## config.mk

```make
export PLATFORM = sky130hd
export DESIGN_NAME = neighbor_table_update
export DESIGN_NICKNAME = d
export VERILOG_FILES = /design/src/rtl/neighbor_table_update_pkg.sv /design/src/rtl/neighbor_table_update_table_search.sv /design/src/rtl/neighbor_table_update.sv
export SDC_FILE = /design/constraint.sdc
export NUM_CORES = 1
export LEC_CHECK = 0
export CORE_ASPECT_RATIO = 0.8
export CORE_MARGIN = 5
export CORE_UTILIZATION = 58
export DETAILED_ROUTE_END_ITERATION = 7
export MAX_ROUTING_LAYER = met4
export PLACE_DENSITY_LB_ADDON = 0.1
export SLEW_MARGIN = 5
export SYNTH_ARGS = -nofsm -noshare
export SYNTH_HDL_FRONTEND = slang
export SYNTH_SLANG_ARGS = --single-unit
```

## constraint.sdc

```tcl
create_clock -name clock -period 5 [get_ports clock]
set_clock_uncertainty 0.2 [all_clocks]
set_input_delay 1.5 -clock clock [delete_from_list [all_inputs] [get_ports clock]]
set_output_delay 1.5 -clock clock [all_outputs]
set_load 0.05 [all_outputs]
```

## src/rtl/neighbor_table_update_pkg.sv

```systemverilog
// Shared definitions for the beacon-driven neighbor/sink table writer:
// memory map, table capacities and the controller state encoding.
package neighbor_table_update_pkg;

    localparam int DEF_WORD_WIDTH    = 16;
    localparam int DEF_MAX_NEIGHBORS = 64;
    localparam int DEF_MAX_SINKS     = 32;

    // Byte addresses, two bytes per word
    localparam int SINK_BASE     = 'h008;
    localparam int NID_BASE      = 'h048;
    localparam int CID_BASE      = 'h0C8;
    localparam int SINK_CNT_ADDR = 'h688;
    localparam int NBR_CNT_ADDR  = 'h68A;

    typedef enum logic [3:0] {
        IDLE,
        ARM,
        LD_NCNT,
        SCAN_N,
        WR_NID,
        WR_CID,
        WR_NCNT,
        SINK_CHK,
        LD_SCNT,
        SCAN_S,
        WR_SINK,
        WR_SCNT,
        DONE
    } state_t;

endpackage

```

## src/rtl/neighbor_table_update_table_search.sv

```systemverilog
// Linear table walker shared by the neighbor and sink phases: latches a base
// address and a capacity-clamped length, then steps one entry per cycle.
module table_search #(
    parameter int WORD_WIDTH = 16
) (
    input  logic                  clock,
    input  logic                  nrst,
    input  logic                  init,
    input  logic                  step,
    input  logic [WORD_WIDTH-1:0] base,
    input  logic [WORD_WIDTH-1:0] count,
    input  logic [WORD_WIDTH-1:0] cap,
    input  logic [WORD_WIDTH-1:0] key,
    input  logic [WORD_WIDTH-1:0] data_in,
    output logic                  hit,
    output logic                  last,
    output logic [WORD_WIDTH-1:0] idx,
    output logic [WORD_WIDTH-1:0] next_addr
);

    logic [WORD_WIDTH-1:0] base_q;
    logic [WORD_WIDTH-1:0] limit_q;
    logic [WORD_WIDTH-1:0] i_q;
    logic [WORD_WIDTH-1:0] i_next;

    // Clamping the walk length to the capacity keeps every address in range
    // even when the stored count word is corrupt.
    always_ff @(posedge clock or negedge nrst) begin
        if (!nrst) begin
            base_q  <= '0;
            limit_q <= '0;
            i_q     <= '0;
        end else if (init) begin
            base_q  <= base;
            limit_q <= (count > cap) ? cap : count;
            i_q     <= '0;
        end else if (step) begin
            i_q <= i_next;
        end
    end

    assign i_next    = i_q + WORD_WIDTH'(1);
    assign hit       = (data_in == key);
    assign last      = (i_next >= limit_q);
    assign idx       = i_q;
    assign next_addr = base_q + (i_next << 1);

endmodule

```

## src/rtl/neighbor_table_update.sv

```systemverilog
// Beacon-driven writer for the neighbor ID / cluster ID tables and the
// known-sink list in the shared single-port node memory.
module neighbor_table_update
    import neighbor_table_update_pkg::*;
#(
    parameter int WORD_WIDTH    = DEF_WORD_WIDTH,
    parameter int MAX_NEIGHBORS = DEF_MAX_NEIGHBORS,
    parameter int MAX_SINKS     = DEF_MAX_SINKS
) (
    input  logic                  clock,
    input  logic                  nrst,
    input  logic                  en,
    input  logic                  start,
    input  logic [WORD_WIDTH-1:0] rx_src_id,
    input  logic [WORD_WIDTH-1:0] rx_cluster_id,
    input  logic                  rx_is_sink,
    input  logic [WORD_WIDTH-1:0] data_in,
    output logic [WORD_WIDTH-1:0] address,
    output logic                  wr_en,
    output logic [WORD_WIDTH-1:0] data_out,
    output logic                  done,
    output logic                  new_neighbor,
    output logic                  table_full,
    output state_t                state_dbg
);

    localparam logic [WORD_WIDTH-1:0] SINK_B  = WORD_WIDTH'(SINK_BASE);
    localparam logic [WORD_WIDTH-1:0] NID_B   = WORD_WIDTH'(NID_BASE);
    localparam logic [WORD_WIDTH-1:0] CID_B   = WORD_WIDTH'(CID_BASE);
    localparam logic [WORD_WIDTH-1:0] SCNT_A  = WORD_WIDTH'(SINK_CNT_ADDR);
    localparam logic [WORD_WIDTH-1:0] NCNT_A  = WORD_WIDTH'(NBR_CNT_ADDR);
    localparam logic [WORD_WIDTH-1:0] CAP_N   = WORD_WIDTH'(MAX_NEIGHBORS);
    localparam logic [WORD_WIDTH-1:0] CAP_S   = WORD_WIDTH'(MAX_SINKS);

    state_t                state;
    logic [WORD_WIDTH-1:0] src_q;
    logic [WORD_WIDTH-1:0] cluster_q;
    logic [WORD_WIDTH-1:0] cnt_q;
    logic [WORD_WIDTH-1:0] idx_q;
    logic                  sink_q;
    logic                  hit_q;

    logic                  in_load;
    logic                  in_sink;
    logic                  srch_step;
    logic                  srch_hit;
    logic                  srch_last;
    logic [WORD_WIDTH-1:0] srch_base;
    logic [WORD_WIDTH-1:0] srch_cap;
    logic [WORD_WIDTH-1:0] srch_idx;
    logic [WORD_WIDTH-1:0] srch_next;
    logic [WORD_WIDTH-1:0] miss_cnt;
    logic [WORD_WIDTH-1:0] miss_addr;
    logic                  miss_full;
    logic                  nbr_miss;
    logic                  sink_miss;

    assign in_load   = (state == LD_NCNT) || (state == LD_SCNT);
    assign in_sink   = (state == LD_SCNT) || (state == SCAN_S);
    assign srch_base = in_sink ? SINK_B : NID_B;
    assign srch_cap  = in_sink ? CAP_S : CAP_N;
    assign srch_step = ((state == SCAN_N) || (state == SCAN_S)) && !srch_hit && !srch_last;

    // The append slot equals the current count: fresh from memory in a load
    // state, from the latched copy once scanning.
    assign miss_cnt  = in_load ? data_in : cnt_q;
    assign miss_full = (miss_cnt >= srch_cap);
    assign miss_addr = srch_base + (miss_cnt << 1);
    assign nbr_miss  = ((state == LD_NCNT) && (data_in == '0)) ||
                       ((state == SCAN_N) && !srch_hit && srch_last);
    assign sink_miss = ((state == LD_SCNT) && (data_in == '0)) ||
                       ((state == SCAN_S) && !srch_hit && srch_last);

    table_search #(.WORD_WIDTH(WORD_WIDTH)) u_search (
        .clock     (clock),
        .nrst      (nrst),
        .init      (in_load),
        .step      (srch_step),
        .base      (srch_base),
        .count     (data_in),
        .cap       (srch_cap),
        .key       (src_q),
        .data_in   (data_in),
        .hit       (srch_hit),
        .last      (srch_last),
        .idx       (srch_idx),
        .next_addr (srch_next)
    );

    // en arms from IDLE/DONE; start is a single-cycle request honoured only in
    // ARM, with rx_* captured on that same edge. done holds until re-armed.
    always_ff @(posedge clock or negedge nrst) begin
        if (!nrst) begin
            state        <= IDLE;
            address      <= NCNT_A;
            wr_en        <= 1'b0;
            data_out     <= '0;
            done         <= 1'b0;
            new_neighbor <= 1'b0;
            table_full   <= 1'b0;
            src_q        <= '0;
            cluster_q    <= '0;
            cnt_q        <= '0;
            idx_q        <= '0;
            sink_q       <= 1'b0;
            hit_q        <= 1'b0;
        end else begin
            wr_en <= 1'b0;
            case (state)
                IDLE: if (en) state <= ARM;
                ARM: if (start) begin
                    src_q        <= rx_src_id;
                    cluster_q    <= rx_cluster_id;
                    sink_q       <= rx_is_sink;
                    hit_q        <= 1'b0;
                    new_neighbor <= 1'b0;
                    table_full   <= 1'b0;
                    address      <= NCNT_A;
                    state        <= LD_NCNT;
                end
                LD_NCNT, SCAN_N: begin
                    if (state == LD_NCNT) cnt_q <= data_in;
                    if (nbr_miss) begin
                        hit_q <= 1'b0;
                        if (miss_full) begin
                            table_full <= 1'b1;
                            state      <= SINK_CHK;
                        end else begin
                            idx_q        <= miss_cnt;
                            new_neighbor <= 1'b1;
                            address      <= miss_addr;
                            data_out     <= src_q;
                            wr_en        <= 1'b1;
                            state        <= WR_NID;
                        end
                    end else if (state == LD_NCNT) begin
                        address <= NID_B;
                        state   <= SCAN_N;
                    end else if (srch_hit) begin
                        hit_q    <= 1'b1;
                        idx_q    <= srch_idx;
                        address  <= CID_B + (srch_idx << 1);
                        data_out <= cluster_q;
                        wr_en    <= 1'b1;
                        state    <= WR_CID;
                    end else begin
                        address <= srch_next;
                    end
                end
                WR_NID: begin
                    address  <= CID_B + (idx_q << 1);
                    data_out <= cluster_q;
                    wr_en    <= 1'b1;
                    state    <= WR_CID;
                end
                WR_CID: begin
                    if (hit_q) begin
                        state <= SINK_CHK;
                    end else begin
                        address  <= NCNT_A;
                        data_out <= cnt_q + WORD_WIDTH'(1);
                        wr_en    <= 1'b1;
                        state    <= WR_NCNT;
                    end
                end
                WR_NCNT: state <= SINK_CHK;
                SINK_CHK: begin
                    if (!sink_q) begin
                        done  <= 1'b1;
                        state <= DONE;
                    end else begin
                        address <= SCNT_A;
                        state   <= LD_SCNT;
                    end
                end
                LD_SCNT, SCAN_S: begin
                    if (state == LD_SCNT) cnt_q <= data_in;
                    if (sink_miss) begin
                        if (miss_full) begin
                            table_full <= 1'b1;
                            done       <= 1'b1;
                            state      <= DONE;
                        end else begin
                            address  <= miss_addr;
                            data_out <= src_q;
                            wr_en    <= 1'b1;
                            state    <= WR_SINK;
                        end
                    end else if (state == LD_SCNT) begin
                        address <= SINK_B;
                        state   <= SCAN_S;
                    end else if (srch_hit) begin
                        done  <= 1'b1;
                        state <= DONE;
                    end else begin
                        address <= srch_next;
                    end
                end
                WR_SINK: begin
                    address  <= SCNT_A;
                    data_out <= cnt_q + WORD_WIDTH'(1);
                    wr_en    <= 1'b1;
                    state    <= WR_SCNT;
                end
                WR_SCNT: begin
                    done  <= 1'b1;
                    state <= DONE;
                end
                DONE: if (en) begin
                    done         <= 1'b0;
                    new_neighbor <= 1'b0;
                    table_full   <= 1'b0;
                    state        <= ARM;
                end
                default: state <= IDLE;
            endcase
        end
    end

    assign state_dbg = state;

endmodule
```

# --- After elaboration in Yosys (flattened, before gate mapping) ---
# Index checks and enable logic that the tools add are counted.
totals:
  output_inout_bits: 40
  reg_bits: 153
  elab_cells: 168
  in_bits: 53
op_classes:
  n_lt_le_gt_ge: 3
  n_addsub: 6
  mux: 69
  n_eq_ne: 34
  reduce_logical: 40
ops:
  columns: ["op", "n"]
  rows:
  - ["$mux W16", 22]
  - ["$pmux W16 S7", 1]
  - ["$pmux W16 S5", 1]
  - ["$mux W15", 4]
  - ["$pmux W4 S10", 1]
  - ["$add A16 B1 Y16 const B", 2]
  - ["$add A8 B16 Y16 const A", 2]
  - ["$mux W4", 8]
  - ["$pmux W16 S2", 1]
  - ["$ne A2 B2 Y1 const B", 12]
  - ["$mux W1", 21]
  - ["$eq A4 B4 Y1 const B", 5]
  - ["$reduce_and A5 Y1", 4]
  - ["$add A16 B16 Y16", 1]
  - ["$add A7 B16 Y16", 1]
  - ["$eq A16 B16 Y1", 1]
  - ["$eq A4 B3 Y1 const B", 4]
  - ["$ge A16 B16 Y1", 1]
  - ["$ge A16 B7 Y1", 1]
  - ["$gt A16 B7 Y1", 1]
  - ["$logic_not A16 Y1", 1]
  - ["$ne A3 B3 Y1 const B", 5]
  - ["$mux W7", 2]
  - ["$ne A4 B4 Y1 const B", 3]
  - ["other kinds (22)", 47]

# --- Longest topological paths before layout ---
# Gate-level depths: netlist of the first run.
depth:
  ltp_word: 7
  depth_mapped: 18
  ltp_nobuf: 15

# --- Cells and area by module ---
# A second synthesis of the first run with hierarchy kept.
unflattened:
  cells_unflattened: 1105
  hier_area_um2: 10470.0
modules_own_cells:
  columns: ["mod", "cells_each", "n_inst", "seq_area_each_um2", "area_each_um2"]
  rows:
  - ["neighbor_table_update", 679, 1, 2633.8, 6492.5]
  - ["table_search", 426, 1, 1201.2, 3977.6]

# --- Worst setup path before layout of the first run ---
# OpenSTA, ideal clock, no wires.
synth_timing:
  path_kind: "reg-to-reg"
  from: "register u_search.i_q[4], in the netlist u_search.idx[4]"
  to: "register data_out[10]"
  period_less_slack_ns: 4.289
  required_ns: 4.669
  setup_time_ns: 0.131
  path_slack_ns: 0.711
  n_path_buf: 3
  path_stages_with_launch: 15
  arrival_time_ns: 3.958
  path_cell_list: "dfrtp_1 > clkbuf_1 > nand3_1 > nor4_1 > nand3_1 > xnor2_1 > ha_1 > nand4_1 > a2111oi_0 > a21oi_1 > o32a_1 > a211oi_1 > buf_2 > buf_2 > a31oi_1"
synth_between:
  elab_chain_len: 6
  word_cells_on_any_way: 12
  classes_between: "add/sub (1); order compare (1); eq/ne (3); mux (2); reduce/logical (5)"
synth_lines:
  columns: ["element", "line_no", "rtl"]
  rows:
  - ["start: declaration", "neighbor_table_update_table_search.sv:23", "logic [WORD_WIDTH-1:0] i_q;"]
  - ["start signal: assignment", "neighbor_table_update_table_search.sv:38", "i_q <= i_next;"]
  - ["$add A16 B1 Y16 *", "neighbor_table_update_table_search.sv:42", "assign i_next = i_q + WORD_WIDTH'(1);"]
  - ["$ge A16 B16 Y1 *", "neighbor_table_update_table_search.sv:44", "assign last = (i_next >= limit_q);"]
  - ["$logic_and A1 B1 Y1 (on tied branches)", "neighbor_table_update.sv:70, neighbor_table_update.sv:72", null]
  - ["$logic_or A1 B1 Y1 (on tied branches)", "neighbor_table_update.sv:69, neighbor_table_update.sv:71", null]
  - ["$ne A3 B3 Y1 (no source line), or another cell as far along", null, null]
  - ["$reduce_and A5 Y1 (no source line) / $pmux W16 S5 (equally long branches)", null, null]
  - ["end signal: assignment", "neighbor_table_update.sv:132", "data_out <= src_q;"]
  - ["end signal: assignment", "neighbor_table_update.sv:143", "data_out <= cluster_q;"]
  - ["end signal: assignment", "neighbor_table_update.sv:152", "data_out <= cluster_q;"]
  - ["end: declaration", "neighbor_table_update.sv:20", "output logic [WORD_WIDTH-1:0] data_out,"]
# Mark *: on every way between the ends. The rest lies on a longest branch, timed or not.
# A chain may end at the register's enable or synchronous reset.

# --- Worst setup path after layout of the first run ---
layout_timing:
  from: "register u_search.i_q[10], in the netlist u_search.idx[10]"
  to: "register data_out[14]"
# Same word-level chain as after synthesis.

==> reports/metrics.yaml, run 1 <==
synthesis:
  netlist_area_sq_um: 8970
  postSynthAreaPerCell_sq_um: 8.76
  synth_compound_area_frac: 0.189
  synth_top_family_by_area: "compound AO/OA/AOI/OAI gates"
  synth_edf_count: 0
  synthArstFlopShare: 1.00
  synth_cells: 1025
  synth_fp_nets: 1108
  synthMuxAreaShare: 0.0763
  ys_ff_latch: 139
  ys.flop_type: "dfrtp_1"
  synth-adder-area-share: 0.0418
  synthSimpleGateAreaFrac: 0.179
  synth-xor-area-share: 0.0761
  ys_seq_area_frac: 0.388
  synth_cell_types: 71
  synth_warnings: 0
critical_path:
  worst_setup_path_start_kind: "flop"
  worst_ep_required_time_ns: 5.13
  worstSetupEndpointType: "flop"
  r2r_end: "data_out[14]$_DFFE_PN0P_"
  worstPathArrival_ns: 4.89
  worst_path_max_delay_cell: "a2111oi_0"
  slowest_delay_ns: 0.58
  r2r_start: "u_search.idx[10]$_DFFE_PN0P_"
  path_class: "flop to flop"
  rrSetupSlack_ns: 0.24
  worstRegToRegCells: 15
  crit_fanout: 29
  crit_path_cell_trace: "and4_1 > nor3b_1 > nand3_1 > xor2_1 > inv_1 > ha_1 > nand4_1 > a2111oi_0 > a21oi_1 > buf_4 > o32a_1 > a211oi_4 > buf_12 > nor2_1 > a31oi_1"
cts:
  clk_pin_slew_ns: 0.06
  cts_buffer_depth: 2
  htree_num_levels: 4
  post_cts_buffers: 0
  cts_buffers: 17
  insertion_delay_ns: 0.43
  holdBufCountCts: 0
  clock-sinks: 139
  cts_tree: "done"
  cts-root-buf: "clkbuf_16"
  ctsResizeCount: 0
power_and_ir_drop:
  switching_share: 0.465
  comb_power_share: 0.540
  p_total_mw: 6.91
  p_int_mw: 3.69
  p_seq_frac: 0.272
  p_per_area_nw_per_um2: 629
  p_leak_nw: 4.57
  ir_drop_uv: 365
  p_clk_frac: 0.188
  p_switching_mw: 3.22
route:
  drt_iter0_markers: 1070
  vias: 8556
  first_pass_iters: 6
  wl_per_cell_um: 20.8
  antenna_left: 0
  routed_wl_mm: 28.0
  vias_per_cell: 6.35
  drc: 0
grt:
  grt_pass1_wl_mm: 44.7
  antenna_found_initial: 0
  gr-usage-all-layers: 0.325
  grt_max_degree: 76
  overflow: 0
  grt_pass1_vias: 7877
floorplanning:
  die_area_sq_um: 18100
  core_region_area_sq_um: 15100
  initial_core_util: 0.594
  pin_count: 93
  fp.dieH_um: 121
  row_count: 40
  die_w_um: 149
placement:
  portBuffers: 92
  dp_hpwl_mm: 20.7
  dpl.cell_count: 1317
  post-place-ws_ns: 0.123
  dpl_cell_area_sq_um: 10400
  place_congestion: 1.01
finish:
  layoutNonFillerInstCount: 1348
  final_area_sq_um: 11000
  multi_input_area_sq_um: 5100
  fill_cells: 1203
  nets: 1209
  mostFrequentLayoutCell: "dfrtp_1"
  layout_common_cells: "dfrtp_1, nand2_1, nor2_1, clkdlybuf4s50_1, xnor2_1"
  area_growth_pct: 22.5
  diodes: 0
  fin_util: 0.727
  ff_latch_area_sq_um: 3480
  drive_gt1_frac: 0.124
min_path:
  hold_end: "address[9]$_DFFE_PN1P_"
  hp-start: "address[9]$_DFFE_PN1P_"
  hp-class: "flop to flop"
  hold_depth: 2
timing:
  max_slew.worst_pin.slew_ns: 0.904
  finalCritPeriodShare: 0.951
  relSlewSlack: 0.392
  fin_ws_ns: 0.243
  fin_crit_ns: 4.76
  rsz0062_at_grt: "no"
  maxSlewViolCount: 0
  finalSetupTns_ns: 0
  hold_violations: 0
  hold_slack_ns: 0.273
  fmax_mhz: 210
  setup_viol: 0
status:
  status: "finished, final reports clean"
job:
  drv_cap: 0
==> metal layers <==
metal  track usage  wire (um)
met5             -          0
met4        0.0715        466
met3        0.0780       3150
met2         0.435      11800
met1         0.497      12600
==> kinds of logic (layout without fill, tap and decap cells) <==
logic type	after synthesis	after routing
XOR/XNOR	78	78
adder cells (fa/ha/maj)	30	30
multiplexers	64	64
flip-flops	139	139
AO/OA/AOI/OAI	253	253
AND/OR/NAND/NOR	353	353
buffers and inverters	108	221
==> registers in the layout, summed over array words and instances (netlist names) <==
name	cells
address	16
cluster_q	16
cnt_q	16
data_out	16
src_q	16
u_search.idx	16
u_search.limit_q	16
idx_q	15
state_dbg	4
u_search.base_q	2
done	1
hit_q	1
new_neighbor	1
sink_q	1
table_full	1
wr_en	1
==> power groups by stage <==
stage | logic (mW) | clock network, mW | registers (mW)
floorplan | 2.01 | 0 | 2.16
global placement | 3.59 | 0 | 1.87
detailed placement | 3.62 | 0 | 1.87
CTS | 3.65 | 1.31 | 1.87
global route | 3.99 | 1.37 | 1.92
finish | 3.73 | 1.30 | 1.88
==> worst max-delay path by stage <==
stage / slack (ns) / cells past startpoint / startpoint / end
final: 0.24 / 15 / u_search.idx[10]$_DFFE_PN0P_ / data_out[14]$_DFFE_PN0P_
after global routing: 0.03 / 15 / u_search.idx[8]$_DFFE_PN0P_ / data_out[14]$_DFFE_PN0P_
after CTS: 0.33 / 15 / u_search.idx[8]$_DFFE_PN0P_ / data_out[14]$_DFFE_PN0P_
after detailed placement: 0.12 / 14 / data_in[5] / state_dbg[2]$_DFFE_PN0P_
after global placement: 0.22 / 14 / data_in[5] / state_dbg[2]$_DFFE_PN0P_
after floorplan: 0.71 / 14 / u_search.idx[4]$_DFFE_PN0P_ / data_out[10]$_DFFE_PN0P_
==> worst max-delay path, delay by kind of cell, from the launching register on <==
kind	cells	cell delay, ns
and+or+nand+nor	5	1.08
xor gates and xnor gates	1	0.31
adders and majority gates	1	0.31
buffers and inverters	3	0.52
AOI/OAI and AO/OA	5	1.68
DFF	1	0.55
==> Yosys cell counts (14+ instances only) <==
| master | instances | area share |
|---|---|---|
| inv_1 | 41 | 0.017 |
| clkbuf_1 | 52 | 0.022 |
| dfrtp_1 | 134 | 0.37 |
| a221oi_1 | 14 | 0.014 |
| o21ai_1 | 28 | 0.016 |
| nand4_1 | 16 | 0.011 |
| mux2i_1 | 29 | 0.032 |
| xnor2_1 | 54 | 0.053 |
| a21oi_1 | 52 | 0.029 |
| ha_1 | 30 | 0.042 |
| o211ai_1 | 22 | 0.018 |
| nand3_1 | 45 | 0.025 |
| mux2_2 | 34 | 0.043 |
| xor2_1 | 24 | 0.023 |
| a31oi_1 | 20 | 0.014 |
| nor3_1 | 19 | 0.011 |
| o21ai_0 | 33 | 0.018 |
| nand2_1 | 130 | 0.054 |
| nor2_1 | 91 | 0.038 |
==> cell type report <==
cell class / instances / share of cell area
Clock buffer: 21 / 0.0419
Clock inverter: 10 / 0.0130
Inverter: 43 / 0.0147
Multi-Input combinational cell: 778 / 0.464
Sequential cell: 139 / 0.317
Tap cell: 210 / 0.0239
Timing Repair Buffer: 147 / 0.126
No activity file was read; power rests on OpenSTA's default activity.
==> inputs of run 2 (changes only) <==
- ABC_CLOCK_PERIOD_IN_PS: default -> 5000
==> results of run 2 <==
Same layout as run 1: the final DEF is identical, and so are final timing and power.
